### src/rtl/mem_arb_pkg.sv
// Shared types and widths for the I/D memory arbiter and block-fill sequencer.
package mem_arb_pkg;

  localparam int unsigned ADDR_W         = 16;
  localparam int unsigned DATA_W         = 16;
  localparam int unsigned BLOCK_OFFSET_W = 4;
  localparam int unsigned WORD_IDX_W     = 3;

  typedef enum logic [1:0] {
    IDLE  = 2'd0,
    WRITE = 2'd1,
    FILL  = 2'd2,
    DONE  = 2'd3
  } state_e;

  typedef enum logic {
    OWN_I = 1'b0,
    OWN_D = 1'b1
  } owner_e;

endpackage : mem_arb_pkg

### src/rtl/mem_arbiter.sv
// Two-requester arbiter (d_wr > d_req > i_req) that runs one write-through or
// one 8-word block fill at a time against a pipelined shared memory.
module mem_arbiter
  import mem_arb_pkg::*;
#(
  parameter int unsigned MEM_LAT = 4,
  parameter int unsigned WORDS   = 8
) (
  input  logic                  clk,
  input  logic                  rst_n,
  input  logic                  i_req,
  input  logic [ADDR_W-1:0]     i_addr,
  input  logic                  d_req,
  input  logic [ADDR_W-1:0]     d_addr,
  input  logic                  d_wr,
  input  logic [ADDR_W-1:0]     d_wr_addr,
  input  logic [DATA_W-1:0]     d_wr_data,
  output logic                  mem_en,
  output logic                  mem_wr,
  output logic [ADDR_W-1:0]     mem_addr,
  output logic [DATA_W-1:0]     mem_wdata,
  input  logic [DATA_W-1:0]     mem_rdata,
  input  logic                  mem_data_valid,
  output logic [DATA_W-1:0]     fill_data,
  output logic [WORD_IDX_W-1:0] fill_word,
  output logic                  i_fill_we,
  output logic                  d_fill_we,
  output logic                  i_done,
  output logic                  d_done,
  output logic                  wr_ack,
  output logic                  busy
);

  localparam int unsigned CNT_W = $clog2(WORDS) + 1;

  // Only 8-word blocks with a non-zero memory latency are meaningful here;
  // the fill counts returned words, so the exact latency is otherwise unused.
  if (MEM_LAT == 0 || WORDS != (1 << WORD_IDX_W)) begin : g_unsupported_cfg
  end

  state_e              r_state,  w_state_nxt;
  owner_e              r_owner,  w_owner_nxt;
  logic [ADDR_W-1:0]   r_addr,   w_addr_nxt;
  logic [DATA_W-1:0]   r_wdata,  w_wdata_nxt;
  logic [CNT_W-1:0]    r_issue_cnt, w_issue_nxt;
  logic [CNT_W-1:0]    r_recv_cnt,  w_recv_nxt;

  // Returned word goes straight to whichever cache owns the fill.
  assign fill_data = mem_rdata;

  // State, grant record and fill counters.
  always_ff @(posedge clk or negedge rst_n) begin
    if (!rst_n) begin
      r_state     <= IDLE;
      r_owner     <= OWN_D;
      r_addr      <= '0;
      r_wdata     <= '0;
      r_issue_cnt <= '0;
      r_recv_cnt  <= '0;
    end else begin
      r_state     <= w_state_nxt;
      r_owner     <= w_owner_nxt;
      r_addr      <= w_addr_nxt;
      r_wdata     <= w_wdata_nxt;
      r_issue_cnt <= w_issue_nxt;
      r_recv_cnt  <= w_recv_nxt;
    end
  end

  // Arbitration, address issue, fill return steering and completion pulses.
  // Memory outputs depend only on registered state, never on request inputs.
  always_comb begin
    w_state_nxt = r_state;
    w_owner_nxt = r_owner;
    w_addr_nxt  = r_addr;
    w_wdata_nxt = r_wdata;
    w_issue_nxt = r_issue_cnt;
    w_recv_nxt  = r_recv_cnt;
    mem_en      = 1'b0;
    mem_wr      = 1'b0;
    mem_addr    = '0;
    mem_wdata   = '0;
    fill_word   = '0;
    i_fill_we   = 1'b0;
    d_fill_we   = 1'b0;
    i_done      = 1'b0;
    d_done      = 1'b0;
    wr_ack      = 1'b0;
    busy        = (r_state != IDLE);

    case (r_state)
      IDLE: begin
        if (d_wr) begin
          w_state_nxt = WRITE;
          w_owner_nxt = OWN_D;
          w_addr_nxt  = d_wr_addr;
          w_wdata_nxt = d_wr_data;
        end else if (d_req) begin
          w_state_nxt = FILL;
          w_owner_nxt = OWN_D;
          w_addr_nxt  = d_addr;
          w_issue_nxt = '0;
          w_recv_nxt  = '0;
        end else if (i_req) begin
          w_state_nxt = FILL;
          w_owner_nxt = OWN_I;
          w_addr_nxt  = i_addr;
          w_issue_nxt = '0;
          w_recv_nxt  = '0;
        end
      end

      WRITE: begin
        mem_en      = 1'b1;
        mem_wr      = 1'b1;
        mem_addr    = r_addr;
        mem_wdata   = r_wdata;
        wr_ack      = 1'b1;
        w_state_nxt = IDLE;
      end

      FILL: begin
        if (r_issue_cnt < CNT_W'(WORDS)) begin
          mem_en      = 1'b1;
          mem_addr    = {r_addr[ADDR_W-1:BLOCK_OFFSET_W],
                         r_issue_cnt[WORD_IDX_W-1:0], 1'b0};
          w_issue_nxt = r_issue_cnt + CNT_W'(1);
        end
        if (mem_data_valid) begin
          fill_word  = r_recv_cnt[WORD_IDX_W-1:0];
          i_fill_we  = (r_owner == OWN_I);
          d_fill_we  = (r_owner == OWN_D);
          w_recv_nxt = r_recv_cnt + CNT_W'(1);
          if (r_recv_cnt == CNT_W'(WORDS - 1)) begin
            w_state_nxt = DONE;
          end
        end
      end

      DONE: begin
        i_done      = (r_owner == OWN_I);
        d_done      = (r_owner == OWN_D);
        w_state_nxt = IDLE;
      end

      default: w_state_nxt = IDLE;
    endcase
  end

endmodule : mem_arbiter

### config.mk
export PLATFORM = sky130hd
export DESIGN_NAME = mem_arbiter
export DESIGN_NICKNAME = d
export VERILOG_FILES = /design/src/rtl/mem_arb_pkg.sv /design/src/rtl/mem_arbiter.sv
export SDC_FILE = /design/constraint.sdc
export NUM_CORES = 1
export LEC_CHECK = 0
export BUFFER_PORTS_ARGS = -buffer_cell sky130_fd_sc_hd__buf_4
export CORE_UTILIZATION = 42
export DETAILED_ROUTE_END_ITERATION = 16
export PLACE_DENSITY_LB_ADDON = 0.08
export SKIP_LAST_GASP = 1
export SYNTH_ARGS = -nofsm -noshare
export SYNTH_HDL_FRONTEND = slang
export SYNTH_SLANG_ARGS = --single-unit
### constraint.sdc
create_clock -name clk -period 4.7 [get_ports clk]
set_input_delay 0.47 -clock clk [delete_from_list [all_inputs] [get_ports clk]]
set_output_delay 0.47 -clock clk [all_outputs]
set_load 0.01 [all_outputs]
==> results of run 1 <==
## final cells by class
type                            count  area [sq um]  share of cell area
Multi-Input combinational cell    189          1466              0.4055
Sequential cell                    43          1077              0.2979
Timing Repair Buffer              112         840.8              0.2325
Tap cell                           77         96.34             0.02664
Clock buffer                        5         68.82             0.01903
Clock inverter                      3         43.79             0.01211
Inverter                            6         22.52            0.006228
## cell usage in the layout (no fill, tap or decap), drive strengths merged, types with 2 or more instances in the layout
cell type  count
nand2         23
o21ai         21
o21a           2
and2          29
dfrtp         42
nand3b         2
clkinv         2
mux2i         20
a21oi          2
nor3           2
clkbuf         5
nor3b          2
o211ai         2
a22oi          4
ha             8
a21boi         2
nand3          5
inv            6
nor2b          8
o221ai         3
and3           6
a2111oi        2
buf          112
mux2          32
## power by group through the flow
stage | Clock (uW) | Combinational, uW | Sequential [uW]
after floorplan | 0 | 702 | 618
after global placement | 0 | 990 | 656
after detailed placement | 0 | 1000 | 651
after CTS | 302 | 1010 | 647
after global routing | 315 | 1100 | 673
final | 292 | 992 | 647
## final timing paths
kind	to	startpoint
max in group asynchronous	r_addr[2]	rst_n
min in group clk	r_wdata[10]	d_wr_data[10]
hold / removal	r_recv_cnt[2]	rst_n
hold reg to reg	r_owner	r_owner
setup reg to reg	r_recv_cnt[3]	r_state[0]
setup / recovery	mem_addr[13]	r_state[1]
## sequential cells by signal, summed over array words and instances (netlist names)
signal       cells
r_issue_cnt      4
r_state          2
r_recv_cnt       4
r_wdata         16
r_owner          1
r_addr          16
## cells in the mapped netlist (2+ instances only)
cell      number  area share
dfrtp_1       42        0.38
mux2_2        32        0.13
and2_1        29       0.065
nand2_1       22       0.029
mux2i_1       20       0.071
o21ai_0       20       0.036
buf_4         18       0.048
ha_1           8       0.036
nor2b_1        8       0.018
buf_2          7       0.013
inv_1          6      0.0080
and3_1         5       0.011
nand3_1        5      0.0089
a22oi_1        4       0.011
buf_6          3       0.012
clkbuf_1       3      0.0040
o221ai_1       3      0.0094
a21boi_0       2      0.0054
a21oi_1        2      0.0036
nand3b_1       2      0.0054
nor3_1         2      0.0036
o211ai_1       2      0.0054
o21a_1         2      0.0054
## cell families after synthesis
group                      after synthesis  share of synthesized area
DFF                                     43                     0.3845
and+or+nand+nor                         83                     0.1715
buffers and inverters                   39                    0.09200
AOI/OAI and AO/OA                       46                     0.1161
adders and majority gates                8                    0.03573
muxes                                   52                     0.2001
## per-stage QoR
| stage | cell area [sq um] | instances | total power (uW) | utilization | setup slack (ns) |
|---|---|---|---|---|---|
| 2_1_floorplan | 2801 | 271 | 1321 | - | 2.825 |
| 3_3_place_gp | 3503 | 427 | 1646 | 0.5486 | 2.352 |
| 3_5_place_dp | 3503 | 427 | 1656 | 0.5486 | 2.239 |
| 4_1_cts | 3616 | 435 | 1957 | 0.5662 | 1.898 |
| 5_1_grt | 3616 | 435 | 2084 | 0.5662 | 1.724 |
| 6_report | 3616 | 435 | 1930 | 0.5662 | 1.938 |
## metal layers
layer / track usage / share of wire / up-vias
met5: 0 / 0 / -
met3: 0.04451 / 0.062 / 14
met4: 0.06780 / 0.014 / 0
li1: - / - / 1102
met1: 0.2355 / 0.45 / 1035
met2: 0.3067 / 0.48 / 74
==> flow_summary_export.csv, run 1 <==
group,metric,value,unit
grt,overflow,0,
sta,worst-slew-pin-transition,0.8284,ns
sta,max_slew_violation_count,0,
sta,clock.fmax,0.3620,GHz
sta,setup_violations,0,
clocking,post-cts-setup-buffer-count,0,
power_and_ir_drop,intPower,1235,uW
synth,synth.net_count,365,
critical_path,worstPathCellList,"inv_1, ha_1, o21a_1, and2_1, buf_4",
clocking,postCtsHoldBufs,0,
critical_path,worstSetupPathType,"register to output pin",
route,totalWireLength,6237,microns
sta,fin_tns_setup,0,ns
critical_path,critical_path_cell_count,5,
route,detail_route.first_pass.iterations,4,
floorplan,initial_core_util,0.4387,
clocking,cts_tree,"done",
route,num_vias,2225,
final_layout,nNetsFinal,451,
power_and_ir_drop,netSwitchingPower,695.6,uW
power_and_ir_drop,power.switching_fraction,0.3604,
sta,slew_headroom,0.4477,
clocking,path_clk_slew,0.09,ns
floorplan,design.core.area,6386,sq um
power_and_ir_drop,clock_power_share,0.151,
critical_path,reg2reg_slack,2.60,ns
clocking,clock_tree.root_cell,"clkbuf_8",
synth,synthesis.yosys.warnings,0,
synth,synth_sequential_area_ratio,0.3845,
final_layout,nFillCells,564,
placed_design,count_of_buffers_from_port_buffering,112,
route,postRouteAntennaNets,0,
critical_path,end_kind,"output pin",
critical_path,worst_path_max_delay_cell,"ha_1",
floorplan,fp.dieArea,7001,sq um
sta,final.period_utilization,0.5877,
grt,grt_pass1_wl,10470,microns
critical_path,crit_path_launch_type,"register",
synth,syn_inst,271,
power_and_ir_drop,power.share.combinational,0.514,
placed_design,place_hpwl,4526,microns
critical_path,timing.critical_path.required,4.23,ns
grt,antenna_found_initial,0,
clocking,cts_buffer_depth,2,
synth,syn_area,2801,sq um
grt,grt_start_max_net_pins,44,
hold_path,hold_class,"input pin to async pin",
critical_path,critical_path.max_fanout,24,
sta,period_minus_slack,2.762,ns
sta,whs,0.1650,ns
sta,final-hold-violation-count,0,
clocking,clock_sink_total,43,
floorplan,dieWidth,83.67,microns
power_and_ir_drop,static-leakage-power,0.001785,uW
placed_design,gp_congestion,0.7927,
floorplan,num_io_pins,145,
synth,yosys_register_bits,43,
synth,dominantRegCellSynth,"dfrtp_1",
power_and_ir_drop,share_of_total_power_in_sequential_cells,0.335,
synth,synth_enable_flop_cells,0,
critical_path,critical-path-top-delay-family,"adder cells",
critical_path,critPathMaxStageDelay,0.64,ns
final_layout,area_growth,29.08,%
clocking,worstSkewPairLatency,0.29,ns
critical_path,cp_data_arrival_time,2.29,ns
power_and_ir_drop,power.ir.vdd_worst,318.1,uV
final_layout,antennaDiodeCount,0,
final_layout,drive_above_1_share,0.4413,
synth,synth_area_per_cell,10.34,sq um
power_and_ir_drop,power-per-cell-area,533.8,nW/um^2
critical_path,r2r_cells,5,
grt,first_global_vias,2256,
clocking,cts_resized,0,
grt,grt_usage,0.1855,
route,drcViolationCount,0,
synth,synth_cell_types,47,
clocking,cts_buffers,5,
route,post_drt_via_cell_ratio,5.115,
sta,rsz0062_at_grt,"false",
route,wl_per_cell,14.34,microns
outcome,outcome,"finished, final reports clean",
critical_path,cp_num_buf_inv,2,
floorplan,rows,29,
route,drt_iter0_drc,90,
synth,synth-async-reset-ratio,1.000,
floorplan,chipHeight,83.67,microns
sta,finClkSkew,0.007223,ns
job,timing.max_cap.violations,0,
clocking,htree_levels,2,
(Power assumes the default switching activity.)
==> run 2, diff against run 1 <==
Clock period 4.7 ns to 2.6 ns, I/O delays scaled along.
==> run 2 against run 1 <==
Net effect:
- register-to-register slack lost 2.0 ns
- critical path type unchanged
- global-route usage fell by 0.57 points
- combinational power grew 81%
- sequential share of layout area shrank 0.092 points
- critical endpoint is now mem_addr[12]
- critical path depth is 1 higher
- clock-buffer cell count up 1
- worst hold slack gained 0.024 ns
- final cell count rose by 0.69%
- sequential power up 81%
- clock power rose by 60%
- utilization grew 0.18 points
==> flow_summary_export.csv, run 2 (synthesis gave the netlist of run 1 again) <==
group,metric,value,unit
outcome,outcome,"finished, final reports clean",
final_layout,biggestRegsByFlops,"r_addr (16), r_wdata (16)",
sta,final.period_utilization,0.8859,
critical_path,end_kind,"output pin",
clocking,clock_tree.root_cell,"clkbuf_8",
sta,worst-slew-pin-transition,0.7768,ns
critical_path,critical_path.max_fanout,12,
route,detail_route.first_pass.iterations,4,
sta,period_minus_slack,2.303,ns
sta,fin_tns_setup,0,ns
hold_path,hold_class,"input pin to register",
route,totalWireLength,6176,microns
critical_path,worst_path_max_delay_cell,"dfrtp_1",
final_layout,area_growth,29.48,%
critical_path,critPathMaxStageDelay,0.41,ns
final_layout,drive_above_1_share,0.4432,
placed_design,gp_congestion,0.7660,
placed_design,place_hpwl,4558,microns
floorplan,fp.dieArea,7001,sq um
power_and_ir_drop,static-leakage-power,0.001789,uW
placed_design,dpl-instance-area,3518,sq um
floorplan,dieWidth,83.67,microns
floorplan,design.core.area,6386,sq um
clocking,post-cts-setup-buffer-count,0,
job,timing.max_cap.violations,0,
sta,slew_headroom,0.4821,
final_layout,final_area,3627,sq um
clocking,path_clk_slew,0.10,ns
final_layout,final_common_cell,"buf_4",
power_and_ir_drop,power.ir.vdd_worst,480.1,uV
grt,antenna_found_initial,0,
power_and_ir_drop,power.switching_fraction,0.3668,
sta,clock.fmax,0.4341,GHz
final_layout,final_cell_mix,"114 x buf_4, 42 x dfrtp_1, 32 x mux2_2",
route,num_vias,2236,
route,postRouteAntennaNets,0,
sta,max_slew_violation_count,0,
sta,final-hold-violation-count,0,
clocking,worstSkewPairLatency,0.30,ns
power_and_ir_drop,intPower,2178,uW
critical_path,critical-path-top-delay-family,"simple AND/OR/NAND/NOR gates",
sta,rsz0062_at_grt,"false",
clocking,cts_tree,"done",
placed_design,count_of_buffers_from_port_buffering,112,
critical_path,crit_path_launch_type,"register",
clocking,clock_sink_total,43,
final_layout,nFillCells,581,
route,drt_iter0_drc,75,
route,drcViolationCount,0,
power_and_ir_drop,share_of_total_power_in_sequential_cells,0.341,
critical_path,worstPathCellList,"inv_1, ha_1, nor2b_1, o21a_1, and2_1, buf_4",
critical_path,timing.critical_path.required,2.34,ns
route,wl_per_cell,14.10,microns
route,post_drt_via_cell_ratio,5.105,
sta,finClkSkew,0.01463,ns
power_and_ir_drop,netSwitchingPower,1261,uW
power_and_ir_drop,clock_power_share,0.136,
grt,grt_start_max_net_pins,44,
power_and_ir_drop,power-per-cell-area,948.2,nW/um^2
sta,setup_violations,0,
grt,overflow,0,
final_layout,nNetsFinal,454,
grt,first_global_vias,2117,
clocking,htree_levels,2,
floorplan,rows,29,
critical_path,cp_data_arrival_time,2.04,ns
floorplan,chipHeight,83.67,microns
grt,grt_pass1_wl,10150,microns
clocking,cts_buffers,5,
final_layout,antennaDiodeCount,0,
critical_path,cp_num_buf_inv,2,
power_and_ir_drop,power.share.combinational,0.523,
floorplan,initial_core_util,0.4387,
clocking,cts_buffer_depth,2,
critical_path,worstSetupPathType,"register to output pin",
grt,grt_usage,0.1798,
floorplan,num_io_pins,145,
## run 2: cell count changes in the layout (fill, tap and decap cells not counted), sizes merged
| cell | before | now |
|---|---|---|
| clkbuf | 5 | 6 |
| dlygate4sd3 | 0 | 1 |
| clkinv | 2 | 1 |
| clkinvlp | 0 | 1 |
| buf | 112 | 114 |
| bufinv | 1 | 0 |
## run 2: per-stage QoR
stage                     hold WS (ns)  instances    util  setup slack, ns  total power [uW]
after floorplan               -0.03559        271       -           0.9345              2387
after global placement          0.2917        429  0.5509           0.6678              2986
after detailed placement        0.2878        429  0.5509           0.6138              3007
after CTS                       0.1804        438  0.5680           0.2590              3487
after global routing            0.1714        438  0.5680          0.08168              3710
final                           0.1891        438  0.5680           0.2966              3439
## run 2: worst paths after layout
| check | startpoint | end | slack (ns) | cells after the start |
|---|---|---|---|---|
| min in group asynchronous | rst_n | r_recv_cnt[1] | 0.48 | 2 |
| setup / recovery | r_state[0] | mem_addr[12] | 0.30 | 6 |
| hold / removal | d_wr_data[13] | r_wdata[13] | 0.19 | 2 |
| setup reg to reg | r_state[0] | r_issue_cnt[3] | 0.65 | 5 |
| max in group asynchronous | rst_n | r_wdata[9] | 1.74 | 2 |
| hold reg to reg | r_owner | r_owner | 0.50 | 2 |
## run 2: power groups by stage
stage / Combinational [uW] / Clock [uW] / Sequential [uW]
detailed placement: 1820 / 0 / 1180
finish: 1800 / 466 / 1170
floorplan: 1270 / 0 / 1120
global placement: 1800 / 0 / 1190
CTS: 1830 / 479 / 1180
global route: 1990 / 501 / 1220
## run 2: metal layers
layer | wire length (microns) | track usage
met1 | 2719 | 0.2391
met2 | 2917 | 0.2890
met5 | 0 | 0
met3 | 438 | 0.04154
met4 | 101 | 0.05855
## run 2: timing repair
| action | CTS | global route |
|---|---|---|
| endpoints found under the hold margin | 42 | 0 |
| gates resized for setup | 0 | 0 |
| hold buffers | 1 | 0 |
## run 2: worst reg2reg max path, stage by stage (launching register included)
cell and delay (ns):
dfrtp_1 0.41, inv_1 0.14, ha_1 0.53, o2bb2ai_1 0.24, or2_1 0.32, o22a_1 0.21
## run 2: area by class of cell
cell class	count	area, sq um	area share
inverter	6	22.52	0.006209
sequential	43	1077	0.2970
tap	77	96.34	0.02656
multi-input combinational	189	1466	0.4043
timing repair buffer	115	865.8	0.2387
clock buffer	6	82.58	0.02277
clock inverter	2	16.27	0.004484
